$ cat config.mk
export PLATFORM = sky130hd
export DESIGN_NAME = gpio_debounce
export DESIGN_NICKNAME = d
export VERILOG_FILES = /design/src/rtl/murax_io_pkg.sv /design/src/rtl/debounce_channel.sv /design/src/rtl/gpio_debounce.sv
export SDC_FILE = /design/constraint.sdc
export NUM_CORES = 1
export LEC_CHECK = 0
export ABC_AREA = 0
export CAP_MARGIN = 15
export CORE_ASPECT_RATIO = 0.5
export CORE_MARGIN = 2
export CORE_UTILIZATION = 60
export DETAILED_ROUTE_END_ITERATION = 7
export HOLD_SLACK_MARGIN = 0.03
export MAX_ROUTING_LAYER = met4
export PLACE_DENSITY = 0.79
export SLEW_MARGIN = 5
export SYNTH_ARGS = -nofsm -noshare
export SYNTH_HDL_FRONTEND = slang
export SYNTH_SLANG_ARGS = --single-unit
$ cat constraint.sdc
create_clock -name io_mainClk -period 4.23 [get_ports io_mainClk]
set_input_delay 0.423 -clock io_mainClk [delete_from_list [all_inputs] [get_ports io_mainClk]]
set_output_delay 0.423 -clock io_mainClk [all_outputs]
set_load 0.005 [all_outputs]
$ cat src/rtl/murax_io_pkg.sv
// Shared constants and types for the Murax board I/O conditioning logic.
// Defaults are derived from the 27 MHz main clock.
package murax_io_pkg;

  localparam int unsigned CLK_HZ      = 27000000;
  localparam int unsigned DEBOUNCE_MS = 10;
  localparam int unsigned LONG_MS     = 1000;

  function automatic int unsigned ms_to_cycles(
    input int unsigned ms
  );
    return (CLK_HZ / 1000) * ms;
  endfunction

  localparam int unsigned DEBOUNCE_CYCLES_DEF =
    ms_to_cycles(DEBOUNCE_MS);
  localparam int unsigned LONG_CYCLES_DEF =
    ms_to_cycles(LONG_MS);

  typedef struct packed {
    logic level;
    logic rise;
    logic fall;
    logic lng;
  } btn_evt_t;

endpackage

$ cat src/rtl/debounce_channel.sv
// One button channel: 2-flop synchroniser, stability counter,
// saturating hold counter and registered edge/long pulses.
module debounce_channel
  import murax_io_pkg::*;
#(
  parameter int unsigned DEBOUNCE_CYCLES = DEBOUNCE_CYCLES_DEF,
  parameter int unsigned LONG_CYCLES     = LONG_CYCLES_DEF,
  parameter bit          INVERT          = 1'b0
) (
  input  logic     clk,
  input  logic     rst_n,
  input  logic     raw_i,
  output btn_evt_t evt_o
);

  localparam int unsigned CW = $clog2(DEBOUNCE_CYCLES);
  localparam int unsigned HW = $clog2(LONG_CYCLES + 1);

  localparam logic [CW-1:0] CNT_MAX  = CW'(DEBOUNCE_CYCLES - 1);
  localparam logic [HW-1:0] HOLD_MAX = HW'(LONG_CYCLES);

  logic          s1_q, s1_d;
  logic          s2_q, s2_d;
  logic [CW-1:0] cnt_q, cnt_d;
  logic [HW-1:0] hcnt_q, hcnt_d;
  logic          level_q, level_d;
  logic          rise_q, rise_d;
  logic          fall_q, fall_d;
  logic          long_q, long_d;
  logic          samp;

  assign samp = s2_q ^ INVERT;

  always_comb begin
    s1_d    = raw_i;
    s2_d    = s1_q;
    cnt_d   = cnt_q;
    level_d = level_q;
    rise_d  = 1'b0;
    fall_d  = 1'b0;
    if (samp == level_q) begin
      cnt_d = '0;
    end else if (cnt_q == CNT_MAX) begin
      level_d = samp;
      cnt_d   = '0;
      rise_d  = samp;
      fall_d  = !samp;
    end else begin
      cnt_d = cnt_q + CW'(1);
    end
  end

  // Pulse once on the step into saturation; stay quiet until release.
  always_comb begin
    hcnt_d = hcnt_q;
    long_d = 1'b0;
    if (!level_q) begin
      hcnt_d = '0;
    end else if (hcnt_q != HOLD_MAX) begin
      hcnt_d = hcnt_q + HW'(1);
      long_d = (hcnt_d == HOLD_MAX);
    end
  end

  always_ff @(posedge clk or negedge rst_n) begin
    if (!rst_n) begin
      s1_q    <= 1'b0;
      s2_q    <= 1'b0;
      cnt_q   <= '0;
      hcnt_q  <= '0;
      level_q <= 1'b0;
      rise_q  <= 1'b0;
      fall_q  <= 1'b0;
      long_q  <= 1'b0;
    end else begin
      s1_q    <= s1_d;
      s2_q    <= s2_d;
      cnt_q   <= cnt_d;
      hcnt_q  <= hcnt_d;
      level_q <= level_d;
      rise_q  <= rise_d;
      fall_q  <= fall_d;
      long_q  <= long_d;
    end
  end

  assign evt_o.level = level_q;
  assign evt_o.rise  = rise_q;
  assign evt_o.fall  = fall_q;
  assign evt_o.lng   = long_q;

endmodule

$ cat src/rtl/gpio_debounce.sv
// Push-button conditioner feeding io_gpioA_read: WIDTH independent
// debounce channels in the io_mainClk domain.
module gpio_debounce
  import murax_io_pkg::*;
#(
  parameter int unsigned WIDTH           = 1,
  parameter int unsigned DEBOUNCE_CYCLES = DEBOUNCE_CYCLES_DEF,
  parameter int unsigned LONG_CYCLES     = LONG_CYCLES_DEF,
  parameter bit          INVERT          = 1'b0
) (
  input  logic             io_mainClk,
  input  logic             io_asyncResetn,
  input  logic [WIDTH-1:0] io_raw,
  output logic [WIDTH-1:0] io_level,
  output logic [WIDTH-1:0] io_rise,
  output logic [WIDTH-1:0] io_fall,
  output logic [WIDTH-1:0] io_long
);

  btn_evt_t evt [WIDTH];

  for (genvar i = 0; i < WIDTH; i++) begin : g_ch
    debounce_channel #(
      .DEBOUNCE_CYCLES(DEBOUNCE_CYCLES),
      .LONG_CYCLES    (LONG_CYCLES),
      .INVERT         (INVERT)
    ) u_ch (
      .clk  (io_mainClk),
      .rst_n(io_asyncResetn),
      .raw_i(io_raw[i]),
      .evt_o(evt[i])
    );

    assign io_level[i] = evt[i].level;
    assign io_rise[i]  = evt[i].rise;
    assign io_fall[i]  = evt[i].fall;
    assign io_long[i]  = evt[i].lng;
  end

endmodule

After elaboration in Yosys (flattened, before gate mapping)
Index checks and enable logic that the tools add are counted.
{"block": "word_totals", "register_bits": 50, "latchBits": 0, "ram_bits": 0, "mem_bits_ro": 0, "input_bits": 3, "out_inout_bits": 4, "word_cells": 28, "memories": 0}
{"block": "op_classes", "n_addsub": 2, "n_mul": 0, "div_mod_pow": 0, "order_cmp": 0, "eq_ne": 5, "shift": 0, "mux": 10, "n_bitwise": 1, "n_reduce_logical": 2}
{"op": "$mux W25", "count": 2}
{"op": "$mux W19", "count": 2}
{"op": "$add A25 B1 Y25 const B", "count": 1}
{"op": "$eq A25 B25 Y1 const B", "count": 1}
{"op": "$ne A25 B25 Y1 const B", "count": 1}
{"op": "$add A19 B1 Y19 const B", "count": 1}
{"op": "$eq A19 B19 Y1 const B", "count": 1}
{"op": "$mux W1", "count": 6}
{"op": "$ne A2 B2 Y1 const B", "count": 1}
{"op": "$reduce_and A2 Y1", "count": 1}
{"op": "$eq A1 B1 Y1", "count": 1}
{"op": "$logic_not A1 Y1", "count": 1}
{"op": "$not A1 Y1", "count": 1}

Logic depth before layout (Yosys ltp)
{"block": "depth", "word_depth": 4, "ltp_mapped": 8, "mapped_depth_nobuf": 7}

Worst setup path after synthesis
OpenSTA, ideal clock, no wires.
{"block": "synth_timing", "kind": "reg-to-reg", "startpoint": "register g_ch[0].u_ch.hcnt_q[0]", "endpoint": "register g_ch[0].u_ch.long_q", "setup_time_ps": 68, "arrival_ps": 1938, "required_time_ps": 4162, "setup_slack_ps": 2224, "stages_incl_launch_ff": 8, "n_path_buf": 1, "period_less_slack_ps": 2006, "cell_sequence": "dfrtp_1 > ha_1 > buf_6 > nand3_1 > or4_1 > o311a_1 > a2111oi_2 > and4_1"}
{"block": "synth_via", "elab_chain_cells": 4, "word_cells_on_any_way": 5, "cone_classes": "add/sub (1); eq/ne (2); mux (2)"}
{"item": "from (decl)", "line": "debounce_channel.sv:25", "rtl": "logic [HW-1:0] hcnt_q, hcnt_d;"}
{"item": "from (signal assigned)", "line": "debounce_channel.sv:79", "rtl": "hcnt_q <= hcnt_d;"}
{"item": "$add A25 B1 Y25", "line": "debounce_channel.sv:60", "rtl": "hcnt_d = hcnt_q + HW'(1);"}
{"item": "$eq A25 B25 Y1", "line": "debounce_channel.sv:61", "rtl": "long_d = (hcnt_d == HOLD_MAX);"}
{"item": "$mux W1 *", "line": "debounce_channel.sv:59", "rtl": "end else if (hcnt_q != HOLD_MAX) begin"}
{"item": "$mux W1 *", "line": "debounce_channel.sv:57", "rtl": "if (!level_q) begin"}
{"item": "net g_ch[0].u_ch.long_d", "line": "debounce_channel.sv:29", "rtl": "logic long_q, long_d;"}
{"item": "to (signal assigned)", "line": "debounce_channel.sv:83", "rtl": "long_q <= long_d;"}
{"item": "to (decl)", "line": "debounce_channel.sv:29"}
Mark *: on every way through the listed nets, which the timed path passes. The rest lies on a longest branch.
A chain may end at the register's enable or synchronous reset.

Worst setup path after layout
Same ends and word-level chain as after synthesis.

==> qor.yml <==
critical_path:
  worstSetupPathType: "register to register"
  arrival_ns: 2.57
  cp-start-kind: "register"
  cp_max_fo: 10
  endpoint_kind: "register"
  cp.required_ns: 4.48
drt:
  drc: 0
  wl_per_cell_um: 14.92
  drtIter0Drc: 100
  avgViaCountPerCell: 5.740
  totalWireLength_um: 4998
  first_pass_iters: 4
  vias: 1923
  antenna_left: 0
timing:
  slew_viol_final: 0
  grt_setup_unrepaired: "false"
  setup_violations: 0
  finalSetupTns_ns: 0
  worst_slew_pin_slew_ns: 0.6981
  fin_crit_sh: 0.5484
  clock_skew_ns: 0.008975
  worst_slack_ns: 1.910
  holdWs_ns: 0.07776
  slew_headroom: 0.5303
  max_freq_mhz: 431.1
  hold_viol: 0
  min_period_ns: 2.320
synth:
  ys_seq_area_frac: 0.4613
  synth_area_leaders: "dfrtp_1, xnor2_1, nor2_1"
  ys.flop_type: "dfrtp_1"
  netlist_area_um2: 2713
  synth_top_cell_by_area: "dfrtp_1"
  yosysMostFrequentCell: "dfrtp_1"
  ys_types: 45
  ys_warn_count: 0
  synth_edf_count: 0
  synthTopCellsByCount: "dfrtp_1, nor2_1, xnor2_1"
  syn_inst: 275
  synth_nets: 281
  async_reset_ff_frac: 1.000
  synth.ff_latch_count: 50
  syn_area_per_cell_um2: 9.864
  synth.top_cell.area_share: 0.4613
placed_design:
  dp_cells: 326
  numPortBuffers: 6
  gp_congestion: 0.9849
  hpwl_um: 3491
  pre_cts_ws_ns: 1.920
global_route:
  antenna_found_initial: 0
  first_global_vias: 1815
  grtUsageTotal: 0.2234
  gr-total-overflow: 0
  grt_pass1_wl_um: 8507
  grt_max_degree: 51
floorplan:
  die_width_um: 99.09
  num_rows: 17
  io_pins: 7
  die_area_um2: 5108
  start_util: 0.6191
  fp.dieH_um: 51.55
  core_um2: 4382
pwr:
  p_sw_frac: 0.2086
  power_switching_uw: 179.5
  ir_worst_vdd_uv: 170.1
  power_frac_clock: 0.416
  power.leakage_nw: 1.151
  p_seq_frac: 0.562
  pwr_density_cell_nw_per_um2: 297.0
  p_int_uw: 680.8
  pwr-share-comb: 0.022
layout:
  nNetsFinal: 283
  fillCellCount: 331
  area_growth_pct: 6.781
  drive_gt1_frac: 0.08993
  diodes: 0
  fin_cells: 335
cts:
  cts.clk_slew.worst_paths_ns: 0.09
  clk_latency_ns: 0.31
  postCtsHoldBufs: 0
  cts_max_level: 2
  clkSinkCount: 50
  numCtsBuffers: 5
  cts_resized: 0
  post_cts_buffers: 0
  root_buffer: "clkbuf_8"
  cts_tree: "done"
  clockBufferDepth: 2
flow_run:
  drv_cap: 0
worst_hold_path:
  hp-class: "input pin to async pin"
outcome:
  outcome: "finished, final reports clean"
==> cells by family (layout without fill, tap and decap cells) <==
group / count (synthesis) / after routing / synth area share
and+or+nand+nor: 149 / 149 / 0.3104
DFF: 50 / 50 / 0.4613
xor gates and xnor gates: 43 / 43 / 0.1388
buffers and inverters: 18 / 21 / 0.03920
AOI/OAI and AO/OA: 10 / 10 / 0.02860
adders and majority gates: 3 / 3 / 0.01384
muxes: 2 / 2 / 0.007841
==> state kept, by name (all words and copies together) (netlist names) <==
signal and cells:
g_ch.u_ch.hcnt_q 25, g_ch.u_ch.cnt_q 19, g_ch.u_ch.fall_q 1, g_ch.u_ch.level_q 1
g_ch.u_ch.long_q 1, g_ch.u_ch.rise_q 1, g_ch.u_ch.s1_q 1, g_ch.u_ch.s2_q 1
==> placed cells by master, fill, tap and decap left out, types with 3 or more instances in the layout <==
| cell type | n |
|---|---|
| nor4_1 | 8 |
| or3_1 | 3 |
| nor3b_1 | 3 |
| xor2_1 | 14 |
| nand4_1 | 9 |
| clkbuf_8 | 6 |
| nor3_1 | 5 |
| nor2b_1 | 4 |
| and2_1 | 13 |
| clkdlybuf4s50_1 | 5 |
| and3_1 | 4 |
| ha_1 | 3 |
| nor2_1 | 39 |
| dfrtp_1 | 50 |
| inv_1 | 6 |
| nand4_2 | 3 |
| and4_1 | 4 |
| xnor2_1 | 29 |
| nand3_1 | 18 |
| nand2_1 | 18 |
==> power by group through the flow <==
stage | Clock, mW | Sequential (mW) | Combinational, mW
final | 0.358 | 0.484 | 0.0189
after global routing | 0.383 | 0.484 | 0.0226
after CTS | 0.369 | 0.484 | 0.0177
after detailed placement | 0 | 0.493 | 0.0177
after global placement | 0 | 0.493 | 0.0169
after floorplan | 0 | 0.493 | 0.00584
==> worst max-delay path, stage by stage, from the launching register on <==
cell and delay, ns:
dfrtp_1 0.48, ha_1 0.44, nand3_1 0.17, or4_1 0.48, o311a_1 0.14, a2111oi_2 0.32
and4_1 0.22
==> per-layer routing <==
| metal | track usage | vias to the layer above | part of all wire |
|---|---|---|---|
| met1 | 0.2997 | 937 | 0.49 |
| met3 | 0.04435 | 11 | 0.034 |
| li1 | - | 944 | - |
| met5 | - | - | 0 |
| met4 | 0.07534 | 0 | 0.017 |
| met2 | 0.3491 | 31 | 0.46 |
==> metrics by stage <==
stage	instance area, µm²	power, mW	utilization
finish	2897	0.8603	0.6611
global route	2897	0.8896	0.6611
CTS	2877	0.8707	0.6565
detailed placement	2755	0.5109	0.6288
global placement	2755	0.5100	0.6288
floorplan	2713	0.4987	-
==> final timing paths <==
check | to | slack [ns] | depth (start not counted) | from
setup / recovery | g_ch[0].u_ch.long_q | 1.91 | 6 | g_ch[0].u_ch.hcnt_q[0]
hold / removal | g_ch[0].u_ch.cnt_q[14] | 0.08 | 1 | io_asyncResetn
setup reg to reg | g_ch[0].u_ch.long_q | 1.91 | 6 | g_ch[0].u_ch.hcnt_q[0]
hold reg to reg | g_ch[0].u_ch.s2_q | 0.36 | 0 | g_ch[0].u_ch.s1_q
max in group asynchronous | g_ch[0].u_ch.cnt_q[0] | 3.63 | 2 | io_asyncResetn
min in group io_mainClk | g_ch[0].u_ch.s2_q | 0.36 | 0 | g_ch[0].u_ch.s1_q
==> layout make-up <==
class | count | area, µm² | share of cell area
inverters | 6 | 22.52 | 0.007775
clock inverters | 2 | 38.79 | 0.01339
repair buffers | 7 | 75.07 | 0.02592
flip-flops and latches | 50 | 1251 | 0.4320
multi-input cells | 207 | 1355 | 0.4678
well taps | 57 | 71.32 | 0.02462
clock buffers | 6 | 82.58 | 0.02851
(Power assumes the default switching activity.)
